<file path="config.mk">
export PLATFORM = sky130hd
export DESIGN_NAME = eth_phy_10g_rx_link_ctrl
export DESIGN_NICKNAME = d
export VERILOG_FILES = /design/src/rtl/eth_phy_10g_rx_link_ctrl.sv
export SDC_FILE = /design/constraint.sdc
export NUM_CORES = 1
export LEC_CHECK = 0
export ABC_CLOCK_PERIOD_IN_PS = 2800
export BUFFER_PORTS_ARGS = -buffer_cell sky130_fd_sc_hd__buf_2
export CORE_MARGIN = 2
export CORE_UTILIZATION = 50
export DETAILED_ROUTE_END_ITERATION = 6
export PLACE_DENSITY_LB_ADDON = 0.05
export SYNTH_ARGS = -nofsm -noshare
export SYNTH_HDL_FRONTEND = slang
export SYNTH_SLANG_ARGS = --single-unit
</file>
<file path="constraint.sdc">
create_clock -name clk -period 2.8 [get_ports clk]
set_input_delay 0.42 -clock clk [delete_from_list [all_inputs] [get_ports clk]]
set_output_delay 0.42 -clock clk [all_outputs]
set_load 0.05 [all_outputs]
</file>
<file path="src/rtl/eth_phy_10g_rx_link_ctrl.sv">
// rtl/eth_phy_10g_rx_link_ctrl.sv - 10G PHY RX link bring-up sequencer
module eth_phy_10g_rx_link_ctrl #(
   parameter int RESET_CYCLES   = 16,
   parameter int LOCK_TIMEOUT   = 1048576,
   parameter int UP_DEBOUNCE    = 1024,
   parameter int DOWN_DEBOUNCE  = 4,
   parameter int HOLDOFF_CYCLES = 4096
) (
   input  logic        clk,
   input  logic        i_rst_n,
   input  logic        i_cfg_enable,
   input  logic        i_rx_block_lock,
   input  logic        i_rx_high_ber,
   input  logic        i_serdes_rx_reset_req,
   output logic        o_serdes_rx_reset,
   output logic        o_datapath_rst,
   output logic        o_link_up,
   output logic [2:0]  o_state,
   output logic [7:0]  o_retry_count,
   output logic [15:0] o_link_drop_count
);

   typedef enum logic [2:0] {
      ST_IDLE      = 3'd0,
      ST_RESET     = 3'd1,
      ST_WAIT_LOCK = 3'd2,
      ST_QUALIFY   = 3'd3,
      ST_LINK_UP   = 3'd4,
      ST_HOLDOFF   = 3'd5
   } state_t;

   // The single shared timer must reach the largest terminal count.
   localparam int MAX_A = (RESET_CYCLES > LOCK_TIMEOUT) ? RESET_CYCLES : LOCK_TIMEOUT;
   localparam int MAX_B = (UP_DEBOUNCE > DOWN_DEBOUNCE) ? UP_DEBOUNCE : DOWN_DEBOUNCE;
   localparam int MAX_C = (MAX_A > MAX_B) ? MAX_A : MAX_B;
   localparam int MAXP  = (MAX_C > HOLDOFF_CYCLES) ? MAX_C : HOLDOFF_CYCLES;
   localparam int TW    = ($clog2(MAXP) < 1) ? 1 : $clog2(MAXP);

   localparam logic [TW-1:0] RST_LAST  = TW'(RESET_CYCLES - 1);
   localparam logic [TW-1:0] LOCK_LAST = TW'(LOCK_TIMEOUT - 1);
   localparam logic [TW-1:0] UP_LAST   = TW'(UP_DEBOUNCE - 1);
   localparam logic [TW-1:0] DOWN_LAST = TW'(DOWN_DEBOUNCE - 1);
   localparam logic [TW-1:0] HOLD_LAST = TW'(HOLDOFF_CYCLES - 1);

   state_t        state_q, state_d;
   logic [TW-1:0] timer_q, timer_d;
   logic [7:0]    retry_q, retry_d;
   logic [15:0]   drop_q, drop_d;
   logic          retry_inc, drop_inc, good;

   assign good = i_rx_block_lock && !i_rx_high_ber;

   // Next-state, timer and statistics decision.
   always_comb begin
      state_d   = state_q;
      timer_d   = timer_q + 1'b1;
      retry_inc = 1'b0;
      drop_inc  = 1'b0;
      if (!i_cfg_enable) begin
         state_d = ST_IDLE;
      end else begin
         case (state_q)
            ST_IDLE: state_d = ST_RESET;
            ST_RESET: begin
               if (timer_q == RST_LAST) state_d = ST_WAIT_LOCK;
            end
            ST_WAIT_LOCK: begin
               if (i_serdes_rx_reset_req) begin
                  state_d = ST_RESET;
               end else if (i_rx_block_lock) begin
                  state_d = ST_QUALIFY;
               end else if (timer_q == LOCK_LAST) begin
                  state_d   = ST_RESET;
                  retry_inc = 1'b1;
               end
            end
            ST_QUALIFY: begin
               if (i_serdes_rx_reset_req) begin
                  state_d = ST_RESET;
               end else if (!i_rx_block_lock) begin
                  state_d = ST_WAIT_LOCK;
               end else if (i_rx_high_ber) begin
                  timer_d = '0;
               end else if (timer_q == UP_LAST) begin
                  state_d = ST_LINK_UP;
               end
            end
            ST_LINK_UP: begin
               if (i_serdes_rx_reset_req) begin
                  state_d  = ST_RESET;
                  drop_inc = 1'b1;
               end else if (good) begin
                  timer_d = '0;
               end else if (timer_q == DOWN_LAST) begin
                  state_d  = ST_HOLDOFF;
                  drop_inc = 1'b1;
               end
            end
            ST_HOLDOFF: begin
               if (timer_q == HOLD_LAST) state_d = ST_RESET;
            end
            default: state_d = ST_IDLE;
         endcase
      end
      if (state_d != state_q) timer_d = '0;

      retry_d = retry_q;
      if (state_d == ST_LINK_UP && state_q != ST_LINK_UP) begin
         retry_d = '0;
      end else if (retry_inc && retry_q != 8'hFF) begin
         retry_d = retry_q + 8'd1;
      end

      drop_d = drop_q;
      if (drop_inc && drop_q != 16'hFFFF) drop_d = drop_q + 16'd1;
   end

   // State, timer and counter registers.
   always_ff @(posedge clk) begin
      if (!i_rst_n) begin
         state_q <= ST_IDLE;
         timer_q <= '0;
         retry_q <= '0;
         drop_q  <= '0;
      end else begin
         state_q <= state_d;
         timer_q <= timer_d;
         retry_q <= retry_d;
         drop_q  <= drop_d;
      end
   end

   assign o_serdes_rx_reset = (state_q == ST_RESET);
   assign o_datapath_rst    = (state_q == ST_IDLE) || (state_q == ST_RESET);
   assign o_link_up         = (state_q == ST_LINK_UP);
   assign o_state           = state_q;
   assign o_retry_count     = retry_q;
   assign o_link_drop_count = drop_q;

endmodule

</file>
Word-level counts from Yosys, hierarchy flattened
Index checks and enable logic that the tools add are counted.

storage, ports and cells
  memory bits (writable) = 0
  bits in registers = 47
  memory bits (read-only) = 0
  output and inout bits = 30
  memories = 0
  bits in latches = 0
  word-level logic and storage cells = 63
  input bits = 6

operators by class
  div/mod/pow operators = 0
  shift operators = 0
  eq/ne operators = 15
  magnitude comparators = 0
  mux-type cells = 31
  reductions and logical operators = 9
  multipliers = 0
  bitwise logic cells = 1
  $add $sub $neg = 3

operators by type and width
  cell                                              number
  two-way mux 20 bit                                6
  case mux 20 bit (2 select lines)                  1
  two-way mux 3 bit                                 13
  adder 20 x 1 -> 20 bit (second input constant)    1
  == test 20 x 10 -> 1 bit (second input constant)  1
  == test 20 x 12 -> 1 bit (second input constant)  1
  == test 20 x 2 -> 1 bit (second input constant)   1
  == test 20 bit (second input constant)            1
  == test 20 x 4 -> 1 bit (second input constant)   1
  case mux 3 bit (6 select lines)                   1
  adder 16 x 1 -> 16 bit (second input constant)    1
  inequality test 16 bit (second input constant)    1
  two-way mux 1 bit                                 10
  == test 3 bit (second input constant)             3
  adder 8 x 1 -> 8 bit (second input constant)      1
  inequality test 8 bit (second input constant)     1
  == test 3 x 2 -> 1 bit (second input constant)    2
  logical AND 1 bit                                 4
  OR reduction 2 bit                                2
  == test 3 x 1 -> 1 bit (second input constant)    1
  logical NOT 3 bit                                 1
  inequality test 3 bit                             1
  inequality test 3 bit (second input constant)     1
  logical NOT 1 bit                                 1
  2 further kinds                                   2

Logic depth before layout (Yosys ltp)
  depth in word-level cells = 10
  gate-level depth with buffers = 9
  gate-level depth less buffers = 7

Worst setup path after synthesis
No wires, ideal clock.

  path type = reg2reg
  start = register state_q[1], in the netlist o_state[1]
  end = register timer_q[10]
  stages on the path, launching flop included = 9
  required time = 2.681 ns
  data arrival time = 2.380 ns
  buffers on the path = 2
  period minus slack after synthesis = 2.499 ns
  library setup time = 0.119 ns
  path slack = 0.301 ns
  cell sequence = dfxtp_1 -> clkbuf_1 -> nand3b_1 -> or4_1 -> o41ai_4 -> nor2_1 -> o21ai_0 -> buf_2 -> nor3_1

on the way
  word-level cells in the longest chain between the ends = 8
  elaborated cells on any way between the ends = 24
  classes of those cells = eq/ne (6); mux (16); reduce/logical (2)

ends and longest elaborated chain
  item                             RTL line  RTL
  start, declared                  45        state_t state_q, state_d;
  start signal, assigned           126       state_q <= state_d;
  two-way mux 3 bit                84        end else if (timer_q == UP_LAST) begin
  two-way mux 3 bit                82        end else if (i_rx_high_ber) begin
  two-way mux 3 bit                80        end else if (!i_rx_block_lock) begin
  two-way mux 3 bit                78        if (i_serdes_rx_reset_req) begin
  case mux 3 bit (6 select lines)  62        case (state_q)
  two-way mux 3 bit                59        if (!i_cfg_enable) begin
  inequality test 3 bit            105       if (state_d != state_q) timer_d = '0;
  OR reduction 2 bit (no line)     n/a
  end signal, assigned             127       timer_q <= timer_d;
  end, declared                    46        logic [TW-1:0] timer_q, timer_d;

Several ways; a longest one is shown, not always the timed one.
A chain may end at the register's enable or synchronous reset.

Worst setup path in the final report
  start = register timer_q[0]
  end = register timer_q[18]

on the way
  word-level cells in the longest chain between the ends = 9
  elaborated cells on any way between the ends = 29
  classes of those cells = add/sub (1); eq/ne (6); mux (21); reduce/logical (1)

ends and longest elaborated chain
  item                             RTL line
  == test 20 x 10 -> 1 bit         84
  two-way mux 3 bit                84
  two-way mux 3 bit                82
  two-way mux 3 bit                80
  two-way mux 3 bit                78
  case mux 3 bit (6 select lines)  62
  two-way mux 3 bit                59
  inequality test 3 bit            105
  OR reduction 2 bit (no line)     n/a

Several ways; a longest one is shown, not always the timed one.

==> results <==
- After clock tree synthesis, the setup repair step added 0 buffers.
- Power spread over the standard cell area amounts to 452 nW/um2.
- The synthesis-to-finish area growth is 14.2%.
- The number of cells in the finished layout apart from fillers is between 400 and 500.
- The worst pin sits at a relative slew slack of 0.607.
- The tree is rooted in a sky130_fd_sc_hd__clkbuf_8.
- Timing would allow up to 387 MHz.
- The initial antenna violation count was 0.
- The floorplan step defined a die boundary enclosing 5690 um2.
- The worst register-to-register path has a setup slack of 0.22 ns.
- The final number of hold-violating endpoints is 0.
- The ratio of final minimum period to clock period is 0.922.
- For this run, the total global-route usage over all layers was measured as 0.213.
- The clock drives 47 sinks.
- The worst reg2reg path startpoint is timer_q[0]$_SDFF_PP0_.
- The clock reaches the later pin of the worst-skew pair after around 0.3 ns.
- VDD sags by at most 0.228 mV.
- The clock tree synthesis step divided the H-tree into 2 levels.
- The most used flip-flop cell after synthesis is sky130_fd_sc_hd__dfxtp_1.
- The type of element launching the critical path is a register.
- The routed design has around 5700 um of wire.
- The count of final setup violators is 0.
- In the final layout, the share of cells above drive strength 1 is 0.159.
- The final-report max-slew violation count is 0.
- In the routed design, unresolved DRC markers number 0.
- The adder and majority gate portion of the synthesized area is 0.0147.
- The tightest hold path in the finished design has a slack of 0.417 ns.
- The combinational group share of total power is 0.046.
- At the worst endpoint, the arrival time is 2.75 ns.
- In this run the mean area of a mapped cell was between 8 and 9 um2.
- The starting density of the core is 0.529.
- In the final routed layout, each cell accounts on average for 14.1 um.
- Counting every net in the synthesized netlist gives about 310.
- The via count of the first global-routing pass was 1997.
- In this run the standard cell core region covers roughly 4800 um2.
- Hold repair after CTS inserted 0 buffers.
- The main combinational cell family by area after synthesis is simple AND/OR/NAND/NOR gates.
- For the finished layout, the period the worst path requires is between 2 and 3 ns.
- The routability congestion estimate from global placement is 0.853.
- The critical register-to-register path endpoint is timer_q[18]$_SDFF_PP0_.
- The number of stages on the worst hold path is 2.
- In this run, distinct cell masters in the synthesized netlist total 49.
- Setup repair after global routing left no endpoint under its margin.
- Entering global routing, the biggest net connects 21 pins.
- The number of routed nets with antenna violations is 0.
- The TritonCTS clock tree is done.
- The global-route congestion overflow total is 0.
- Across the routed clock network, the largest skew measured is 0.00610 ns.
- The critical path endpoint category is a register.
- The clock power share is 0.441.
- The tool flagged a number of max-cap violations equal to 0.
- Of all nets on the critical path, the largest fanout is 20.
- The fraction of power spent switching nets is 0.207.
- The internal power is approximately 1.0 mW.
- The number of synthesis warnings is 0.
- In this run, the number of DRC markers left after iteration 0 of detailed routing was 152.
- The number of clock buffers inserted by TritonCTS is 5.
- The floorplan has 25 rows.
- The die outline height is 75.4 um.
- The global-route wire length before repair is 9400 um.
- The pin slew with the least headroom to its limit is 0.586 ns.
- Of the synthesized area, sequential elements account for 0.369.
- The complex-gate fraction of the synthesized area is 0.103.
- Of the total synthesized cell area, the portion taken by AND, OR, NAND and NOR gates is 0.359.
- The worst min-delay path category is in2reg.
- The average vias per placed instance is 5.74.
- The cell area after technology mapping is 2550 um2.
- The post-synthesis sequential element count is 47.
- The antenna diode count is 0.
- The cell area after layout is 2910 um2.
- The worst hold path begins at i_cfg_enable.
- Summed over all cells, the static leakage comes to between 1 and 1.5 nW.
- The boundary pin count is 36.
- The worst setup path is of the reg2reg kind.
- Counting flops with an async set or reset pin after synthesis yields a share of 0.
- The data required time of the critical path is 2.97 ns.
- Of the post-synthesis cell area, the part taken by muxes is 0.0157.
- Port buffering added 35 buffers.
- The floorplan step set the die width to 75.4 um.
- The path with the worst hold slack has its endpoint at o_state[1]$_SDFF_PN0_.
- The flow ran to the end, and the final reports show no timing, DRC or antenna violations.
- The clock transition at the registers of the reported paths is ~0.090 ns.
- Of the total synthesized cell area, the portion taken by XOR and XNOR cells is 0.0962.
- The first TritonRoute pass finished after 4 iterations.
- The cell count of the worst reg-to-reg path is 7.
- The number of cells in the design after placement is 399.
- The setup total negative slack is 0 ns.
- The core utilization of the finished layout is 0.605.
- The clock tree buffer depth is 2.
- In the synthesized netlist, the number of instances is 305.
- The net switching power of the design is about 270 uW.
- The count of flip-flops with a built-in enable after synthesis is 0.
- The placed instances occupy a cell area of 2770 um2.
- The routed layout has 2335 vias.
- In the final design database the tool counted 348 nets.
- After legalization and detailed placement, the total HPWL measured between 4000 and 5000 um.
- The part of the power in registers is 0.513.
-- Yosys cell counts (3+ instances only) --
library cell                n  area share
sky130_fd_sc_hd__dfxtp_1   47        0.37
sky130_fd_sc_hd__nor3_1    32       0.063
sky130_fd_sc_hd__nor2_1    31       0.046
sky130_fd_sc_hd__nand3_1   23       0.045
sky130_fd_sc_hd__nand2_1   21       0.031
sky130_fd_sc_hd__xnor2_1   20       0.069
sky130_fd_sc_hd__nand4_1   10       0.025
sky130_fd_sc_hd__inv_1      9       0.013
sky130_fd_sc_hd__nor4_1     8       0.020
sky130_fd_sc_hd__xor2_1     8       0.027
sky130_fd_sc_hd__or4_1      7       0.021
sky130_fd_sc_hd__a21oi_1    6       0.012
sky130_fd_sc_hd__and3_1     6       0.015
sky130_fd_sc_hd__nand2b_1   6       0.015
sky130_fd_sc_hd__o211ai_1   6       0.018
sky130_fd_sc_hd__clkbuf_1   5      0.0074
sky130_fd_sc_hd__and4_1     4       0.014
sky130_fd_sc_hd__mux2i_1    4       0.016
sky130_fd_sc_hd__nor4b_1    4       0.014
sky130_fd_sc_hd__o21ai_0    4      0.0079
sky130_fd_sc_hd__buf_2      3      0.0059
sky130_fd_sc_hd__ha_1       3       0.015
sky130_fd_sc_hd__o21bai_1   3      0.0088
sky130_fd_sc_hd__or3_1      3      0.0074
-- what timing repair did --
item	4_1_cts	5_1_grt
setup endpoints to repair	0	18
hold endpoints to repair	0	0
gates resized for setup	0	1
-- cell families after synthesis --
logic type,Yosys count
DFF,47
buffers and inverters,22
adders and majority gates,3
muxes,4
and+or+nand+nor,167
xor gates and xnor gates,28
AOI/OAI and AO/OA,34
-- how the worst max path moves through the flow --
stage	to	cells after the start	startpoint	slack [ns]
4_1_cts	timer_q[9]$_SDFF_PP0_	7	timer_q[0]$_SDFF_PP0_	0.14
2_1_floorplan	timer_q[10]$_SDFF_PP0_	8	o_state[1]$_SDFF_PN0_	0.30
6_report	timer_q[18]$_SDFF_PP0_	7	timer_q[0]$_SDFF_PP0_	0.22
3_5_place_dp	timer_q[4]$_SDFF_PP0_	7	timer_q[0]$_SDFF_PP0_	0.19
5_1_grt	timer_q[14]$_SDFF_PP0_	7	timer_q[0]$_SDFF_PP0_	0.03
3_3_place_gp	timer_q[15]$_SDFF_PP0_	7	timer_q[0]$_SDFF_PP0_	0.24
-- layout make-up --
cell class | instances | area [um2]
Sequential cell | 47 | 941
Multi-Input combinational cell | 236 | 1510
Clock inverter | 2 | 60.1
Timing Repair Buffer | 40 | 213
Tap cell | 67 | 83.8
Clock buffer | 6 | 72.6
Inverter | 9 | 33.8
Fill cell | 490 | 1900
-- placed cells by master (no fill, tap or decap), types with 5 or more instances in the layout --
cell                       count
sky130_fd_sc_hd__nand2_1      21
sky130_fd_sc_hd__dfxtp_1      47
sky130_fd_sc_hd__nor4_1        8
sky130_fd_sc_hd__nor3_1       32
sky130_fd_sc_hd__nand4_1      10
sky130_fd_sc_hd__and3_1        6
sky130_fd_sc_hd__o211ai_1      6
sky130_fd_sc_hd__clkbuf_8      5
sky130_fd_sc_hd__nand3_1      23
sky130_fd_sc_hd__nand2b_1      6
sky130_fd_sc_hd__buf_4         5
sky130_fd_sc_hd__xnor2_1      20
sky130_fd_sc_hd__nor2_1       31
sky130_fd_sc_hd__or4_1         7
sky130_fd_sc_hd__a21oi_1       6
sky130_fd_sc_hd__xor2_1        8
sky130_fd_sc_hd__buf_2        35
sky130_fd_sc_hd__inv_1         9
-- layer usage --
layer	vias to the layer above	routed length [um]	track usage
li1	1182	-	-
met1	1081	2940	0.315
met2	63	2430	0.310
met3	9	291	0.0476
met4	0	79	0.0604
met5	-	0	0
-- metrics by stage --
step           worst slack [ns]  power [mW]
6_report                  0.219        1.32
5_1_grt                  0.0317        1.37
4_1_cts                   0.141        1.33
3_5_place_dp              0.190       0.750
3_3_place_gp              0.241       0.750
2_1_floorplan             0.301       0.733
-- flip-flops by register name (all words and copies together) (netlist names) --
| name | flops |
|---|---|
| o_retry_count | 8 |
| timer_q | 20 |
| o_state | 3 |
| o_link_drop_count | 16 |
-- critical path, stage by stage (launching register included) --
cell and delay, ns:
sky130_fd_sc_hd__dfxtp_1 0.36, sky130_fd_sc_hd__ha_1 0.22, sky130_fd_sc_hd__nand3_1 0.14, sky130_fd_sc_hd__or3_1 0.43, sky130_fd_sc_hd__or4_1 0.56, sky130_fd_sc_hd__a211o_1 0.35
sky130_fd_sc_hd__o211ai_4 0.26, sky130_fd_sc_hd__nor3_1 0.13
-- power by group through the flow --
stage	combinational (mW)	sequential, mW	clock (mW)
final	0.0610	0.675	0.581
after global routing	0.0672	0.676	0.622
after CTS	0.0597	0.675	0.595
after detailed placement	0.0596	0.691	0
after global placement	0.0593	0.691	0
after floorplan	0.0424	0.691	0
Power figures use the tool's default switching activity.
